[config.mk]
export PLATFORM = sky130hd
export DESIGN_NAME = univ_shift_reg
export DESIGN_NICKNAME = d
export VERILOG_FILES = /design/src/rtl/univ_shift_reg.sv
export SDC_FILE = /design/constraint.sdc
export NUM_CORES = 1
export LEC_CHECK = 0
export CAP_MARGIN = 20
export CORE_MARGIN = 8
export CORE_UTILIZATION = 43
export DETAILED_ROUTE_END_ITERATION = 7
export PLACE_DENSITY = 0.77
export SYNTH_ARGS = -nofsm -noshare
export SYNTH_HDL_FRONTEND = slang
export SYNTH_SLANG_ARGS = --single-unit
[constraint.sdc]
create_clock -name clk -period 1.7 [get_ports clk]
set_clock_uncertainty 0.15 [all_clocks]
set_input_delay 0.51 -clock clk [delete_from_list [all_inputs] [get_ports clk]]
set_output_delay 0.51 -clock clk [all_outputs]
set_load 0.01 [all_outputs]
[src/rtl/univ_shift_reg.sv]
// rtl/univ_shift_reg.sv - universal shift register with load, shifts, rotates, clear and drain counter
module univ_shift_reg #(
  parameter int               WIDTH     = 8,
  parameter logic [WIDTH-1:0] RESET_VAL = '0,
  localparam int              CW        = $clog2(WIDTH + 1)
) (
  input  logic             clk,
  input  logic             rst,
  input  logic             en,
  input  logic [2:0]       mode,
  input  logic [WIDTH-1:0] par_in,
  input  logic             ser_in_l,
  input  logic             ser_in_r,
  output logic [WIDTH-1:0] q,
  output logic             ser_out_msb,
  output logic             ser_out_lsb,
  output logic [CW-1:0]    cnt,
  output logic             drained
);

  localparam logic [2:0] MODE_HOLD = 3'b000;
  localparam logic [2:0] MODE_LOAD = 3'b001;
  localparam logic [2:0] MODE_SHL  = 3'b010;
  localparam logic [2:0] MODE_SHR  = 3'b011;
  localparam logic [2:0] MODE_ROL  = 3'b100;
  localparam logic [2:0] MODE_ROR  = 3'b101;
  localparam logic [2:0] MODE_ASR  = 3'b110;
  localparam logic [2:0] MODE_CLR  = 3'b111;

  localparam logic [CW-1:0] CNT_MAX = CW'(WIDTH);

  logic [WIDTH-1:0] q_next;
  logic [CW-1:0]    cnt_next;
  logic [CW-1:0]    cnt_inc;

  always_comb begin
    q_next   = q;
    cnt_next = cnt;
    // Counted shifts saturate so surrounding FSMs can hold on drained.
    cnt_inc  = (cnt == CNT_MAX) ? cnt : cnt + CW'(1);
    case (mode)
      MODE_HOLD: ;
      MODE_LOAD: begin
        q_next   = par_in;
        cnt_next = '0;
      end
      MODE_SHL: begin
        q_next   = {q[WIDTH-2:0], ser_in_l};
        cnt_next = cnt_inc;
      end
      MODE_SHR: begin
        q_next   = {ser_in_r, q[WIDTH-1:1]};
        cnt_next = cnt_inc;
      end
      MODE_ROL: q_next = {q[WIDTH-2:0], q[WIDTH-1]};
      MODE_ROR: q_next = {q[0], q[WIDTH-1:1]};
      MODE_ASR: begin
        q_next   = {q[WIDTH-1], q[WIDTH-1:1]};
        cnt_next = cnt_inc;
      end
      MODE_CLR: begin
        q_next   = '0;
        cnt_next = '0;
      end
      default: ;
    endcase
  end

  always_ff @(posedge clk) begin
    if (rst) begin
      q   <= RESET_VAL;
      cnt <= '0;
    end else if (en) begin
      q   <= q_next;
      cnt <= cnt_next;
    end
  end

  assign ser_out_msb = q[WIDTH-1];
  assign ser_out_lsb = q[0];
  assign drained     = (cnt == CNT_MAX);

endmodule

Word level (Yosys, flattened, before mapping) --
Cells that the tools add are included.
Word-level totals: bits in registers 12, output and inout bits 15, word-level logic and storage cells 25
Cells by class: add/sub/neg operators 1, eq/ne operators 9, mux-type cells 3, bitwise operators 1, reduce and logical (&&, ||, !) cells 8
Operators by type and width (count):
- $pmux W8 S7 | 1
- $eq A3 B3 Y1 const B | 4
- $pmux W4 S2 | 1
- $reduce_bool A7 Y1 | 1
- $eq A3 B2 Y1 const B | 2
- $reduce_and A3 Y1 | 2
- $reduce_bool A6 Y1 | 1
- $add A4 B1 Y4 const B | 1
- $eq A4 B4 Y1 const B | 1
- $mux W4 | 1
- $eq A3 B1 Y1 const B | 1
- $reduce_or A3 Y1 | 1
- $ne A2 B2 Y1 const B | 1
- $reduce_and A2 Y1 | 1
- $reduce_bool A2 Y1 | 1
- $reduce_or A2 Y1 | 1
- $not A1 Y1 | 1

Longest topological paths before layout --
depth in word-level cells 4, depth in mapped cells 6

Worst setup path before layout --
No wires, ideal clock.
path type input -> register, start input port mode[0], end register q[5], data arrival time 1.350 ns, required time 1.426 ns, slack 0.076 ns, stages 5, path buffers 2, cells stage by stage buf_6 > buf_6 > mux2_4 > a221oi_1 > o21ai_1
Between the ends: longest elaborated chain between the ends 3
RTL lines:
- start: declaration | line 10 | input logic [2:0] mode,
- $eq A3 B3 Y1 (tied with other cells) | line 41 | case (mode)
- $reduce_bool A7 Y1 (no source line)
- $reduce_and A2 Y1 (no source line)
- end signal: assignment | line 74 | q <= q_next;
- end: declaration | line 14 | output logic [WIDTH-1:0] q,
Several ways; a longest one is shown, not always the timed one. A chain may end at the register's enable or synchronous reset.

Worst setup path in the final report --
start register cnt[1], end output port drained
Between the ends: longest elaborated chain between the ends 1
RTL lines:
- start: declaration | line 17 | output logic [CW-1:0] cnt,
- start signal: assignment | line 75 | cnt <= cnt_next;
- $eq A4 B4 Y1 | line 81 | assign drained = (cnt == CNT_MAX);
- end: declaration | line 18 | output logic drained
No other way between the ends.

==> results.yml <==
synthesis:
  synth_area_um2: 839.6
  avgSynthCellArea_um2: 8.655
  synth_cell_types: 35
  synth-seq-area-share_pct: 28.61
  synthesis.instances: 97
  synth_nets: 115
  synth-seq-cells: 12
  yosysWarnings: 0
floorplan:
  row_count: 16
  start_util_pct: 44.14
  die_w_um: 60.19
  io_pins: 31
  fp.dieH_um: 60.19
  die-area_um2: 3622
  core_area_um2: 1902
setup_path:
  start_kind: "flip-flop"
  path_max_fanout: 2
  critPathTopFamily: "flip-flops"
  worst_ep_required_time_ps: 1040
  cp_cell_sequence: "inv_2, ha_4, nand2_2, nor2_1, buf_2"
  critPathKind: "reg2out"
  endpoint_kind: "output port"
  cp.buffers_inverters: 2
  cpMaxStageDelayCell: "dfxtp_2"
  slowest_delay_ps: 330
  critPathArrivalTime_ps: 1060
timing:
  worst_hold_slack_ps: 344.6
  hold_viol: 0
  worstMarginPinSlew_ps: 321.8
  setup_violations: 1
  max_freq_mhz: 583.0
  relSlewSlack_pct: 78.45
  setup_slack_ps: -15.18
  period_share_pct: 100.9
  drv_slew: 0
  rsz0062_at_grt: "true"
  period_needed_ps: 1715
clocking:
  h-tree-depth: 1
  max-clock-path-buffers: 2
  cts_tree: "done"
  cts_root_buf: "clkbuf_4"
  cts_sinks: 12
  cts_buffers: 3
  clkTransAtPathRegs_ps: 80
  clkLatencyLatePin_ps: 270
global_routing:
  grt_util_all_layers_pct: 15.20
  antenna_found_initial: 0
  grt-ovfl-total: 0
  grt_pass1_vias: 922
  grt_max_degree: 9
  grt_pass1_wl_um: 4202
job:
  cap_violations: 0
power:
  switching_power_mw: 0.2121
  seqPwrFrac_pct: 41.9
  sw_frac_of_total_pct: 29.22
  intPower_mw: 0.5138
  combPwrFrac_pct: 32.9
  max-vdd-ir-drop_mv: 0.3825
  p_per_area_nw_per_um2: 531.8
  power.share.clock_pct: 25.3
  leakage_nw: 0.6077
placed_design:
  dpl.hpwl_um: 1908
  postPlaceCellArea_um2: 1287
  place_ws_ps: -492.0
  numPortBuffers: 30
  gp_congestion: 0.7969
layout:
  layout.nets: 168
  design_area_um2: 1365
  layout-drive-gt1-share_pct: 33.11
  synthToLayoutAreaGrowth_pct: 62.59
  nFillCells: 149
  antenna_cells: 0
detailed_routing:
  drc: 0
  routedWlPerCell_um: 14.76
  ant_nets: 0
  wl_um: 2583
  num_vias: 924
  first_iter_violations: 29
  via_per_inst: 5.280
  first_pass_iters: 4
outcome:
  violations: "negative setup slack"
  status: "finished, violations left"
hold_path:
  hold_class: "reg2reg"
what timing repair did:
action,4_1_cts,5_1_grt
setup buffers,2,0
gates cloned,1,0
endpoints found under the setup margin,24,6
hold buffers,0,0
pin swaps,4,4
endpoints found under the hold margin,0,0
resized for setup,30,11
worst register-to-register path: stages, from the launching register on:
cell,delay [ps]
dfxtp_2,330
inv_2,60
ha_4,130
nand2_2,50
buf_4,130
o211ai_1,280
nor4b_1,90
a31o_1,190
per-layer routing:
layer | up-vias | wire length (µm) | GRT usage, % | part of all wire (%)
li1 | 456 | - | - | -
met1 | 435 | 1013 | 15.53 | 39
met2 | 31 | 1344 | 27.59 | 52
met3 | 2 | 205 | 5.591 | 7.9
met4 | 0 | 20 | 4.762 | 0.77
met5 | - | 0 | 0 | 0
power groups by stage:
| stage | logic, mW | registers, mW | clock network, mW |
|---|---|---|---|
| floorplan | 0.102 | 0.319 | 0 |
| CTS | 0.233 | 0.303 | 0.185 |
| global route | 0.259 | 0.306 | 0.195 |
| finish | 0.239 | 0.304 | 0.183 |
| global placement | 0.223 | 0.309 | 0 |
| detailed placement | 0.227 | 0.310 | 0 |
kinds of logic (layout without fill, tap and decap cells):
family          Yosys count  after routing  share of synthesized area [%]
mux                       6              6                          8.494
compound gates           32             32                          25.78
simple gates             31             31                          21.01
fa+ha+maj                 2              2                          2.980
xor+xnor                  4              4                          4.174
buf+inv                  10             61                          8.940
flops                    12             12                          28.61
Yosys cell counts:
library cell / instances / area share (%)
a21o_1: 1 / 0.89
a21oi_1: 4 / 2.4
a21oi_4: 1 / 1.9
a221o_1: 1 / 1.2
a221oi_1: 6 / 6.3
a31o_1: 1 / 1.0
a32o_1: 1 / 1.2
and2_4: 1 / 1.0
and2b_1: 1 / 0.89
buf_4: 2 / 1.8
buf_6: 4 / 5.4
clkbuf_1: 1 / 0.45
dfxtp_1: 12 / 29
ha_1: 2 / 3.0
inv_1: 3 / 1.3
mux2_2: 5 / 6.7
mux2_4: 1 / 1.8
nand2_1: 9 / 4.0
nand2_8: 1 / 2.4
nand2b_1: 1 / 0.75
nand3_1: 1 / 0.60
nand3b_1: 2 / 1.8
nand4_1: 1 / 0.75
nor2_1: 9 / 4.0
nor2b_1: 1 / 0.75
nor3b_1: 1 / 0.89
nor4b_1: 1 / 1.0
o2111ai_1: 1 / 1.0
o211ai_1: 1 / 0.89
o21ai_0: 12 / 7.2
o21ai_1: 3 / 1.8
or2_2: 1 / 0.75
or3_4: 1 / 1.3
xnor2_1: 3 / 3.1
xor2_1: 1 / 1.0
state kept, by name, summed over array words and instances, names as in the netlist:
name	flops
cnt	4
q	8
layout make-up:
class | count | area [µm²] | area share (%)
Tap cell | 27 | 33.78 | 2.475
Clock buffer | 3 | 22.52 | 1.650
Sequential cell | 12 | 244.0 | 17.87
Inverter | 3 | 11.26 | 0.8249
Multi-Input combinational cell | 75 | 545.5 | 39.96
Timing Repair Buffer | 55 | 508.0 | 37.21
per-stage QoR:
stage | std cells | util (%) | power, mW | TNS, ps
finish | 175 | 71.78 | 0.7259 | -15.18
CTS | 175 | 70.66 | 0.7214 | -97.75
detailed placement | 169 | 67.70 | 0.5369 | -4817
global route | 175 | 71.78 | 0.7600 | -57.80
floorplan | 97 | - | 0.4208 | 0
global placement | 169 | 67.70 | 0.5319 | -4380
worst paths after layout:
path              startpoint       to  slack (ps)  cells after the start
hold / removal          q[3]     q[3]         340                      2
setup reg to reg      cnt[1]   cnt[1]         180                      7
setup / recovery      cnt[1]  drained         -20                      5
hold reg to reg         q[3]     q[3]         340                      2
cells in the final DEF, fill, tap and decap left out, types with 2 or more instances in the layout:
master           netlist  layout
a21oi_1                4       4
a221oi_1               6       5
buf_2                  0       2
buf_4                  2      21
buf_6                  4       2
clkbuf_4               0       3
clkdlybuf4s15_1        0       4
clkdlybuf4s50_1        0      12
dfxtp_1               12       9
dfxtp_2                0       3
dlygate4sd2_1          0      12
inv_2                  0       2
mux2_2                 5       5
nand2_1                9       8
nand3b_1               2       2
nor2_1                 9       9
o21ai_0               12      10
o21ai_1                3       5
xnor2_1                3       3
Note: power is estimated with default switching activity, not from simulation.
